===== config.mk =====
export PLATFORM = sky130hd
export DESIGN_NAME = lut_neuron_pipe
export DESIGN_NICKNAME = d
export VERILOG_FILES = /design/src/rtl/lut_neuron_pipe.sv
export SDC_FILE = /design/constraint.sdc
export NUM_CORES = 1
export LEC_CHECK = 0
export ABC_AREA = 1
export CAP_MARGIN = 25
export CORE_MARGIN = 5
export CORE_UTILIZATION = 45
export CTS_CLUSTER_DIAMETER = 100
export DETAILED_ROUTE_END_ITERATION = 16
export PLACE_DENSITY = 0.71
export SLEW_MARGIN = 20
export SYNTH_ARGS = -nofsm -noshare
export SYNTH_HDL_FRONTEND = slang
export SYNTH_SLANG_ARGS = --single-unit
export TNS_END_PERCENT = 5

===== constraint.sdc =====
create_clock -name clk -period 9.2 [get_ports clk]
set_input_delay 0.92 -clock clk [delete_from_list [all_inputs] [get_ports clk]]
set_output_delay 0.92 -clock clk [all_outputs]
set_load 0.05 [all_outputs]

===== src/rtl/lut_neuron_pipe.sv =====
`default_nettype none
// ============================================================================
// Module   : lut_neuron_pipe
// Brief    : Streaming lookup table with a two-stage valid/ready pipeline. It
//            runs a post-reset clear sweep and accepts runtime table writes.
//            Optional macro LUT_PARITY_EN adds per-entry even parity and m_perr.
// Revision : 1.0 - initial release
// ============================================================================
module lut_neuron_pipe #(
  parameter int IN_BITS  = 8,
  parameter int OUT_BITS = 1
) (
  input  logic                clk,
  input  logic                rst,
  input  logic                s_valid,
  output logic                s_ready,
  input  logic [IN_BITS-1:0]  s_data,
  output logic                m_valid,
  input  logic                m_ready,
  output logic [OUT_BITS-1:0] m_data,
  input  logic                cfg_we,
  input  logic [IN_BITS-1:0]  cfg_addr,
  input  logic [OUT_BITS-1:0] cfg_wdata,
  output logic                init_done
`ifdef LUT_PARITY_EN
  ,
  output logic                m_perr
`endif
);

  localparam int c_DEPTH = 1 << IN_BITS;
`ifdef LUT_PARITY_EN
  localparam int c_WORD = OUT_BITS + 1;
`else
  localparam int c_WORD = OUT_BITS;
`endif

  typedef enum logic [0:0] {
    CLEAR = 1'b0,
    RUN   = 1'b1
  } state_t;

  state_t              r_state;
  state_t              w_state_nxt;
  logic [IN_BITS-1:0]  r_clr_cnt;
  logic [c_WORD-1:0]   r_mem [c_DEPTH];
  logic                w_mem_we;
  logic [IN_BITS-1:0]  w_mem_addr;
  logic [c_WORD-1:0]   w_mem_wdata;
  logic [c_WORD-1:0]   w_cfg_word;
  logic                w_run;
  logic                w_s2_load;
  logic                w_s_fire;
  logic                r_s1_valid;
  logic [c_WORD-1:0]   r_s1_word;
  logic                r_m_valid;
  logic [OUT_BITS-1:0] r_m_data;

`ifdef LUT_PARITY_EN
  assign w_cfg_word = {^cfg_wdata, cfg_wdata};
`else
  assign w_cfg_word = cfg_wdata;
`endif

  always_ff @(posedge clk or posedge rst) begin
    if (rst) begin
      r_state   <= CLEAR;
      r_clr_cnt <= '0;
    end else begin
      r_state <= w_state_nxt;
      if (r_state == CLEAR) begin
        r_clr_cnt <= r_clr_cnt + 1'b1;
      end
    end
  end

  // The clear sweep owns the single write port; cfg writes are only honoured in RUN.
  always_comb begin
    w_state_nxt = r_state;
    w_mem_we    = 1'b0;
    w_mem_addr  = cfg_addr;
    w_mem_wdata = w_cfg_word;
    if (r_state == CLEAR) begin
      w_mem_we    = 1'b1;
      w_mem_addr  = r_clr_cnt;
      w_mem_wdata = '0;
      if (&r_clr_cnt) begin
        w_state_nxt = RUN;
      end
    end else begin
      w_mem_we = cfg_we;
    end
  end

  always_ff @(posedge clk) begin
    if (w_mem_we) begin
      r_mem[w_mem_addr] <= w_mem_wdata;
    end
  end

  assign w_run     = (r_state == RUN);
  assign w_s2_load = !r_m_valid || m_ready;
  assign s_ready   = w_run && (!r_s1_valid || w_s2_load);
  assign w_s_fire  = s_valid && s_ready;

  // Reading at input acceptance makes a same-cycle cfg write invisible to that lookup.
  always_ff @(posedge clk) begin
    if (w_s_fire) begin
      r_s1_word <= r_mem[s_data];
    end
  end

  always_ff @(posedge clk or posedge rst) begin
    if (rst) begin
      r_s1_valid <= 1'b0;
      r_m_valid  <= 1'b0;
      r_m_data   <= '0;
`ifdef LUT_PARITY_EN
      m_perr     <= 1'b0;
`endif
    end else begin
      if (w_s_fire) begin
        r_s1_valid <= 1'b1;
      end else if (w_s2_load) begin
        r_s1_valid <= 1'b0;
      end
      if (w_s2_load) begin
        r_m_valid <= r_s1_valid;
        if (r_s1_valid) begin
          r_m_data <= r_s1_word[OUT_BITS-1:0];
`ifdef LUT_PARITY_EN
          m_perr   <= ^r_s1_word;
`endif
        end
      end
    end
  end

  assign m_valid   = r_m_valid;
  assign m_data    = r_m_data;
  assign init_done = w_run;

endmodule
`default_nettype wire


# == Word-level counts from Yosys, hierarchy flattened ==
# Memories as Yosys holds them, arrays and structs flattened. A register that Yosys moved wholly into a read port is not among the register bits.
# Cells that the tools add are included.
# totals
ramBits,256
inputBits,22
memories,1
reg_bits,12
# mem_list
memory,words,width,read_ports,rd_clocked_by_memory_dff,write_ports,line,text
r_mem,256,1,1,1,1,46,logic [c_WORD-1:0] r_mem [c_DEPTH];
# classes
n_mux,9
reduce_logical,9
add_sub_neg,1
# ops
operator,count
8-bit by 1-bit adder with 8-bit output (second input constant),1
1-bit two-way mux,8
8-bit two-way mux,1
8-bit AND reduction,1
1-bit logical AND,2
1-bit logical NOT,2
1-bit logical OR,2
2-bit AND reduction,1
2-bit nonzero test,1

# == Logic depth before layout (Yosys ltp) ==
# Gate-level depths: netlist of run 1.
# depth
ltp_word,6
mapped_depth,13
depth_no_buf,11

# == Least setup slack after synthesis of run 1 ==
# Ideal clock, no wire load.
# synth_timing
kind,register to register
from,"register r_state, in the netlist init_done"
to,memory r_mem[0] (netlist name) (data pin)
n_path_buf,1
arrival_ns,3.765
setup_time_ns,0.773
stages_incl_launch_ff,4
period_less_slack_ns,4.539
slack_ns,4.661
path_cell_list,dfrtp_1 > buf_4 > nand2_1 > inv_1
# synth_between
elab_chain_cells,1
# synth_rtl
item,line,text
start: declaration,43,state_t r_state;
start signal: assignment,70,r_state <= w_state_nxt;
1-bit two-way mux,83,if (r_state == CLEAR) begin
named net w_mem_wdata,49,logic [c_WORD-1:0] w_mem_wdata;
end: declaration,46,
# The timed path passes the listed nets, and every way through them passes these cells.

==> results of run 1 <==
==> cell type report <==
type                       count  area (µm²)  share of cell area, %
timing repair buffer          31         288                   2.09
tap                          372         465                   3.38
inverter                      51         198                   1.43
clock buffer                  31         733                   5.32
sequential                   269        8020                   58.2
clock inverter                21         251                   1.83
multi-input combinational    890        3820                   27.8
==> how the worst min path moves through the flow <==
stage / endpoint / slack, ns / depth (start not counted)
final: m_data / 0.50 / 1
after global routing: m_data / 0.53 / 1
after detailed placement: m_data / 0.50 / 1
after global placement: m_data / 0.47 / 1
after floorplan: m_data / 0.45 / 1
after CTS: m_data / 0.50 / 1
==> synth_stat cells (2+ instances only) <==
cell type | number | share of area, %
nand3_1 | 248 | 10
inv_1 | 45 | 1.4
o21ai_2 | 3 | 0.21
or2_2 | 2 | 0.10
buf_4 | 11 | 0.66
a21oi_1 | 4 | 0.16
nand2_1 | 313 | 9.4
buf_2 | 27 | 1.1
nor2_4 | 5 | 0.45
inv_2 | 5 | 0.15
clkbuf_1 | 31 | 0.93
buf_1 | 16 | 0.48
edfxtp_1 | 257 | 62
xor2_1 | 5 | 0.35
buf_6 | 2 | 0.18
o21ai_0 | 3 | 0.12
dfrtp_1 | 12 | 2.4
or2_1 | 3 | 0.15
nor2_1 | 285 | 8.6
nand2_2 | 12 | 0.60
==> kinds of logic after synthesis <==
logic type	after synthesis	share of synthesized area, %
AO/OA/AOI/OAI	13	0.683
XOR/XNOR	6	0.422
adder cells (fa/ha/maj)	1	0.100
buffers and inverters	138	4.88
flip-flops	269	64.4
AND/OR/NAND/NOR	870	29.5
==> flip-flops by register name, summed over array words and instances (netlist names) <==
signal	count
r_mem	256
r_s1_valid	1
m_data	1
r_clr_cnt	8
r_s1_word	1
init_done	1
m_valid	1
==> per-layer routing <==
metal  wire length, µm  vias to the layer above  GRT usage, %
li1                  -                     4263             -
met1             12100                     4427          25.1
met2             14500                      297          31.5
met3              1880                       62          2.59
met4               800                        0          5.90
met5                 0                        -             0
==> through the flow <==
stage,std cells,instance area (µm²),util [%]
floorplan,1297,12500,-
CTS,1665,13800,50.8
detailed placement,1613,12800,47.2
global placement,1613,12800,47.2
global route,1665,13800,50.8
finish,1665,13800,50.8
==> where the power goes <==
| group | switching [µW] | leakage [µW] | internal (µW) | total (µW) |
|---|---|---|---|---|
| Combinational | 82.9 | 0.00218 | 40.5 | 123 |
| Clock | 468 | 0.000481 | 739 | 1210 |
| Sequential | 0.324 | 0.00193 | 1320 | 1320 |
| Total | 551 | 0.00459 | 2100 | 2650 |
==> layout by cell type, fill, tap and decap left out, types with 7 or more instances in the layout <==
| master | netlist | final |
|---|---|---|
| nand2_2 | 12 | 12 |
| edfxtp_1 | 257 | 257 |
| nor2_1 | 285 | 285 |
| inv_1 | 45 | 42 |
| clkbuf_16 | 0 | 29 |
| clkdlybuf4s50_1 | 0 | 23 |
| dfrtp_1 | 12 | 12 |
| clkinv_1 | 1 | 9 |
| nand3_1 | 248 | 248 |
| buf_4 | 11 | 7 |
| nand2_1 | 313 | 313 |
==> impl_metrics.env, run 1 <==
export IMPL_status="completed"
export IMPL_io_pins=26
export IMPL_yosysSeqAreaShare_pct=64.4
export IMPL_placementRows=60
export IMPL_cts_root_buf="clkbuf_16"
export IMPL_r2r_cells=5
export IMPL_detail_route_antenna_nets=0
export IMPL_drc=0
export IMPL_start_kind="input pin"
export IMPL_drtIter0Drc=960
export IMPL_hp_start="r_s1_valid"
export IMPL_gp_congestion=0.854
export IMPL_p_per_area_nw_per_um2=192
export IMPL_async_flop_share_pct=4.46
export IMPL_setup_violations=0
export IMPL_ys_dominant_reg_cell="edfxtp_1"
export IMPL_core_um2=27100
export IMPL_drive_gt1_share_pct=6.42
export IMPL_cts_hold_buf=0
export IMPL_area_delta_synth_final_pct=10.7
export IMPL_postCtsResizedCells=0
export IMPL_synth_area_um2=12500
export IMPL_dp_final_hpwl_um=17100
export IMPL_rsz0062_at_grt="no"
export IMPL_reg2reg_slack_ns=6.17
export IMPL_finalHoldViolCount=0
export IMPL_diodes=0
export IMPL_grt_max_degree=138
export IMPL_clk_path_buf_depth=3
export IMPL_die_width_um=176
export IMPL_cap_violations=0
export IMPL_tns_ns=0
export IMPL_clock_latency_ns=0.54
export IMPL_viasPerCell=5.43
export IMPL_wire_per_inst_um=17.6
export IMPL_antenna_found_initial=0
export IMPL_endpoint="r_s1_word"
export IMPL_slowest_stage="clkinv_2"
export IMPL_worst_path_stages=13
export IMPL_r2r_end="r_mem[116]"
export IMPL_slew_headroom_pct=31.4
export IMPL_grt_pass1_vias=8630
export IMPL_fin_crit_sh_pct=41.5
export IMPL_post_route_min_period_ns=3.82
export IMPL_critical_path_arrival_ns=4.12
export IMPL_cts_sinks=269
export IMPL_path_clk_slew_ns=0.06
export IMPL_tritoncts="yes"
export IMPL_fmax_ghz=0.262
export IMPL_critPathKind="in2reg"
export IMPL_whs_ns=0.499
export IMPL_place_ws_ns=4.86
export IMPL_cp_max_fo=70
export IMPL_worst_pin_slew_ns=1.03
export IMPL_synth_warning_count=0
export IMPL_timing_rr_start="init_done"
export IMPL_n_fill_cell=2427
export IMPL_grtUsageTotal_pct=18.6
export IMPL_synth_avg_cell_area_um2=9.60
export IMPL_finClkSkew_ns=0.0134
export IMPL_start_util_pct=45.9
export IMPL_layout_nets=1294
export IMPL_overflow=0
export IMPL_p_leak_uw=0.00459
export IMPL_die_y_um=176
export IMPL_cp_common_cell="nand3_1"
export IMPL_crit_buf_inv=3
export IMPL_cp_slowest_stage_delay_ns=0.91
export IMPL_vias=9049
export IMPL_wl_um=29300
export IMPL_power_uw=2650
export IMPL_crit_required_ns=9.50
export IMPL_post_cts_buffers=0
export IMPL_path_cells="buf_4 -> clkinv_2 -> buf_4 -> nand2_1 -> nand3_1 -> nand3_1 -> nand3_1 -> nand3_1 -> nand2_1 -> nand2_1 -> nand3_1 -> nand3_1 -> nand2_1"
export IMPL_synth_seq_cells=269
export IMPL_synth_cell_types=28
export IMPL_grt_pass1_wl_um=46200
export IMPL_worst_slack_ns=5.38
export IMPL_endpoint_kind="flip-flop"
export IMPL_irDropWorstVdd_uv=111
export IMPL_synth_nets=1320
export IMPL_hold_class="reg2reg"
export IMPL_startpoint="s_data[0]"
export IMPL_dieArea_um2=31100
export IMPL_synth_edf_count=257
export IMPL_final_max_slew_viol_count=0
export IMPL_postSynthCellCount=1297
export IMPL_io_buffers=25
export IMPL_numCtsBuffers=28
export IMPL_first_pass_iters=5
export IMPL_cts_max_level=1
export IMPL_critical_path_top_delay_family="buffers and inverters"
(Power assumes the default switching activity.)
==> run 2: changes to the inputs <==
==> constraint.sdc (replaced) <==
create_clock -name clk -period 3.7 [get_ports clk]
set_input_delay 0.37 -clock clk [delete_from_list [all_inputs] [get_ports clk]]
set_output_delay 0.37 -clock clk [all_outputs]
set_load 0.05 [all_outputs]
==> run 2 against run 1 <==
  * Clock power rose by 130%
  * Die area did not move
  * Wire length rose by 3.7%
  * Worst hold slack got worse by 0.37 ns
  * Final cell count rose by 0.42%
  * Total power rose by 140%
==> impl_metrics.env, run 2 (synthesis results as in run 1) <==
export IMPL_io_pins=26
export IMPL_io_buffers=25
export IMPL_layout_common_cells="313 x nand2_1, 285 x nor2_1, 257 x edfxtp_1"
export IMPL_wire_per_inst_um=18.2
export IMPL_slowest_stage="dfrtp_1"
export IMPL_placementRows=60
export IMPL_fin_area_um2=13800
export IMPL_drc=0
export IMPL_crit_buf_inv=3
export IMPL_fin_crit_sh_pct=76.4
export IMPL_wl_met1_um=12100
export IMPL_wl_um=30400
export IMPL_finalHoldViolCount=0
export IMPL_setup_violations=0
export IMPL_crit_required_ns=3.94
export IMPL_place_ws_ns=0.888
export IMPL_cp_slowest_stage_delay_ns=0.67
export IMPL_topRoutingLayerUsed="met4"
export IMPL_critical_path_arrival_ns=3.06
export IMPL_cts_hold_buf=0
export IMPL_cp_common_cell="nor2_1"
export IMPL_die_y_um=176
export IMPL_area_delta_synth_final_pct=11.0
export IMPL_layout_nets=1301
export IMPL_dieArea_um2=31100
export IMPL_grt_pass1_wl_um=47500
export IMPL_endpoint_kind="flip-flop"
export IMPL_n_fill_cell=2419
export IMPL_viasPerCell=5.46
export IMPL_rsz0062_at_grt="no"
export IMPL_final_max_slew_viol_count=0
export IMPL_grt_max_degree=129
export IMPL_largest_register="r_mem"
export IMPL_tns_ns=0
export IMPL_postCtsResizedCells=0
export IMPL_hold_class="in2async"
export IMPL_worst_slack_ns=0.873
export IMPL_slew_headroom_pct=42.9
export IMPL_irDropWorstVdd_uv=348
export IMPL_tritoncts="yes"
export IMPL_p_leak_uw=0.00460
export IMPL_antenna_found_initial=0
export IMPL_reg_top3="r_mem (256), r_clr_cnt (8)"
export IMPL_detail_route_antenna_nets=0
export IMPL_cts_root_buf="clkbuf_16"
export IMPL_post_cts_buffers=0
export IMPL_cp_max_fo=15
export IMPL_routed_wl_met3_um=2260
export IMPL_vias=9129
export IMPL_start_kind="flip-flop"
export IMPL_critical_path_top_delay_family="simple AND/OR/NAND/NOR gates"
export IMPL_clk_path_buf_depth=3
export IMPL_worst_pin_slew_ns=0.856
export IMPL_core_um2=27100
export IMPL_cts_sinks=269
export IMPL_post_route_min_period_ns=2.83
export IMPL_finClkSkew_ns=0.0116
export IMPL_overflow=0
export IMPL_fmax_ghz=0.354
export IMPL_dp_final_hpwl_um=17300
export IMPL_largest_reg_flops=256
export IMPL_mostFrequentLayoutCell="nand2_1"
export IMPL_first_pass_iters=6
export IMPL_die_width_um=176
export IMPL_diodes=0
export IMPL_placed_cell_area_um2=12900
export IMPL_gp_congestion=0.839
export IMPL_grt_pass1_vias=8786
export IMPL_p_per_area_nw_per_um2=462
export IMPL_drive_gt1_share_pct=6.54
export IMPL_clock_latency_ns=0.54
export IMPL_start_util_pct=45.9
export IMPL_numCtsBuffers=28
export IMPL_fin_util_pct=51.0
export IMPL_status="completed"
export IMPL_met2_length_um=14900
export IMPL_path_cells="inv_2 -> or2_2 -> o21ai_0 -> inv_1 -> nor2_1 -> inv_1 -> nor2_1 -> nand2_1 -> nor2_1"
export IMPL_drtIter0Drc=911
export IMPL_critPathKind="reg2reg"
export IMPL_path_clk_slew_ns=0.06
export IMPL_cap_violations=0
export IMPL_cts_max_level=1
export IMPL_grtUsageTotal_pct=19.2
==> run 2: cell types whose count changed in the layout (fill, tap and decap cells not counted), sizes merged <==
cell and delta:
bufinv -3, clkinv +2, clkinvlp +1, inv -2, buf +7, clkbuf +2
==> run 2: final cells by class <==
type	instances	area [µm²]	share of cell area [%]
sequential	269	8020	58.0
multi-input combinational	890	3820	27.7
clock buffer	33	741	5.36
tap	372	465	3.37
timing repair buffer	38	410	2.97
inverter	51	196	1.42
clock inverter	19	160	1.16
==> run 2: power breakdown <==
group          switching (µW)  internal (µW)
clock network            1150           1630
logic                     216            105
registers               0.556           3290
total                    1370           5020
==> run 2: per-stage QoR <==
stage                     power (µW)  hold slack, ns  cells
final                           6390           0.130   1672
after global placement          3660           0.468   1619
after global routing            6560           0.165   1672
after CTS                       6410           0.131   1671
after detailed placement        3670           0.480   1619
after floorplan                 3560           0.235   1297
==> run 2: routing by layer <==
layer / vias up / GRT usage (%)
li1: 4283 / -
met1: 4377 / 25.1
met2: 399 / 32.7
met3: 70 / 2.33
met4: 0 / 7.93
met5: - / 0
==> run 2: path summary, 6_finish.rpt <==
kind                            start           end  slack (ns)  cells after the start
min                               rst  r_clr_cnt[1]        0.13                      2
max                         init_done     r_mem[36]        0.87                      9
min reg2reg                r_s1_valid        m_data        0.48                      1
min in group clk              s_valid    r_s1_valid        0.42                      3
max in group asynchronous         rst  r_clr_cnt[2]        3.25                      2
max reg2reg                 init_done     r_mem[36]        0.87                      9
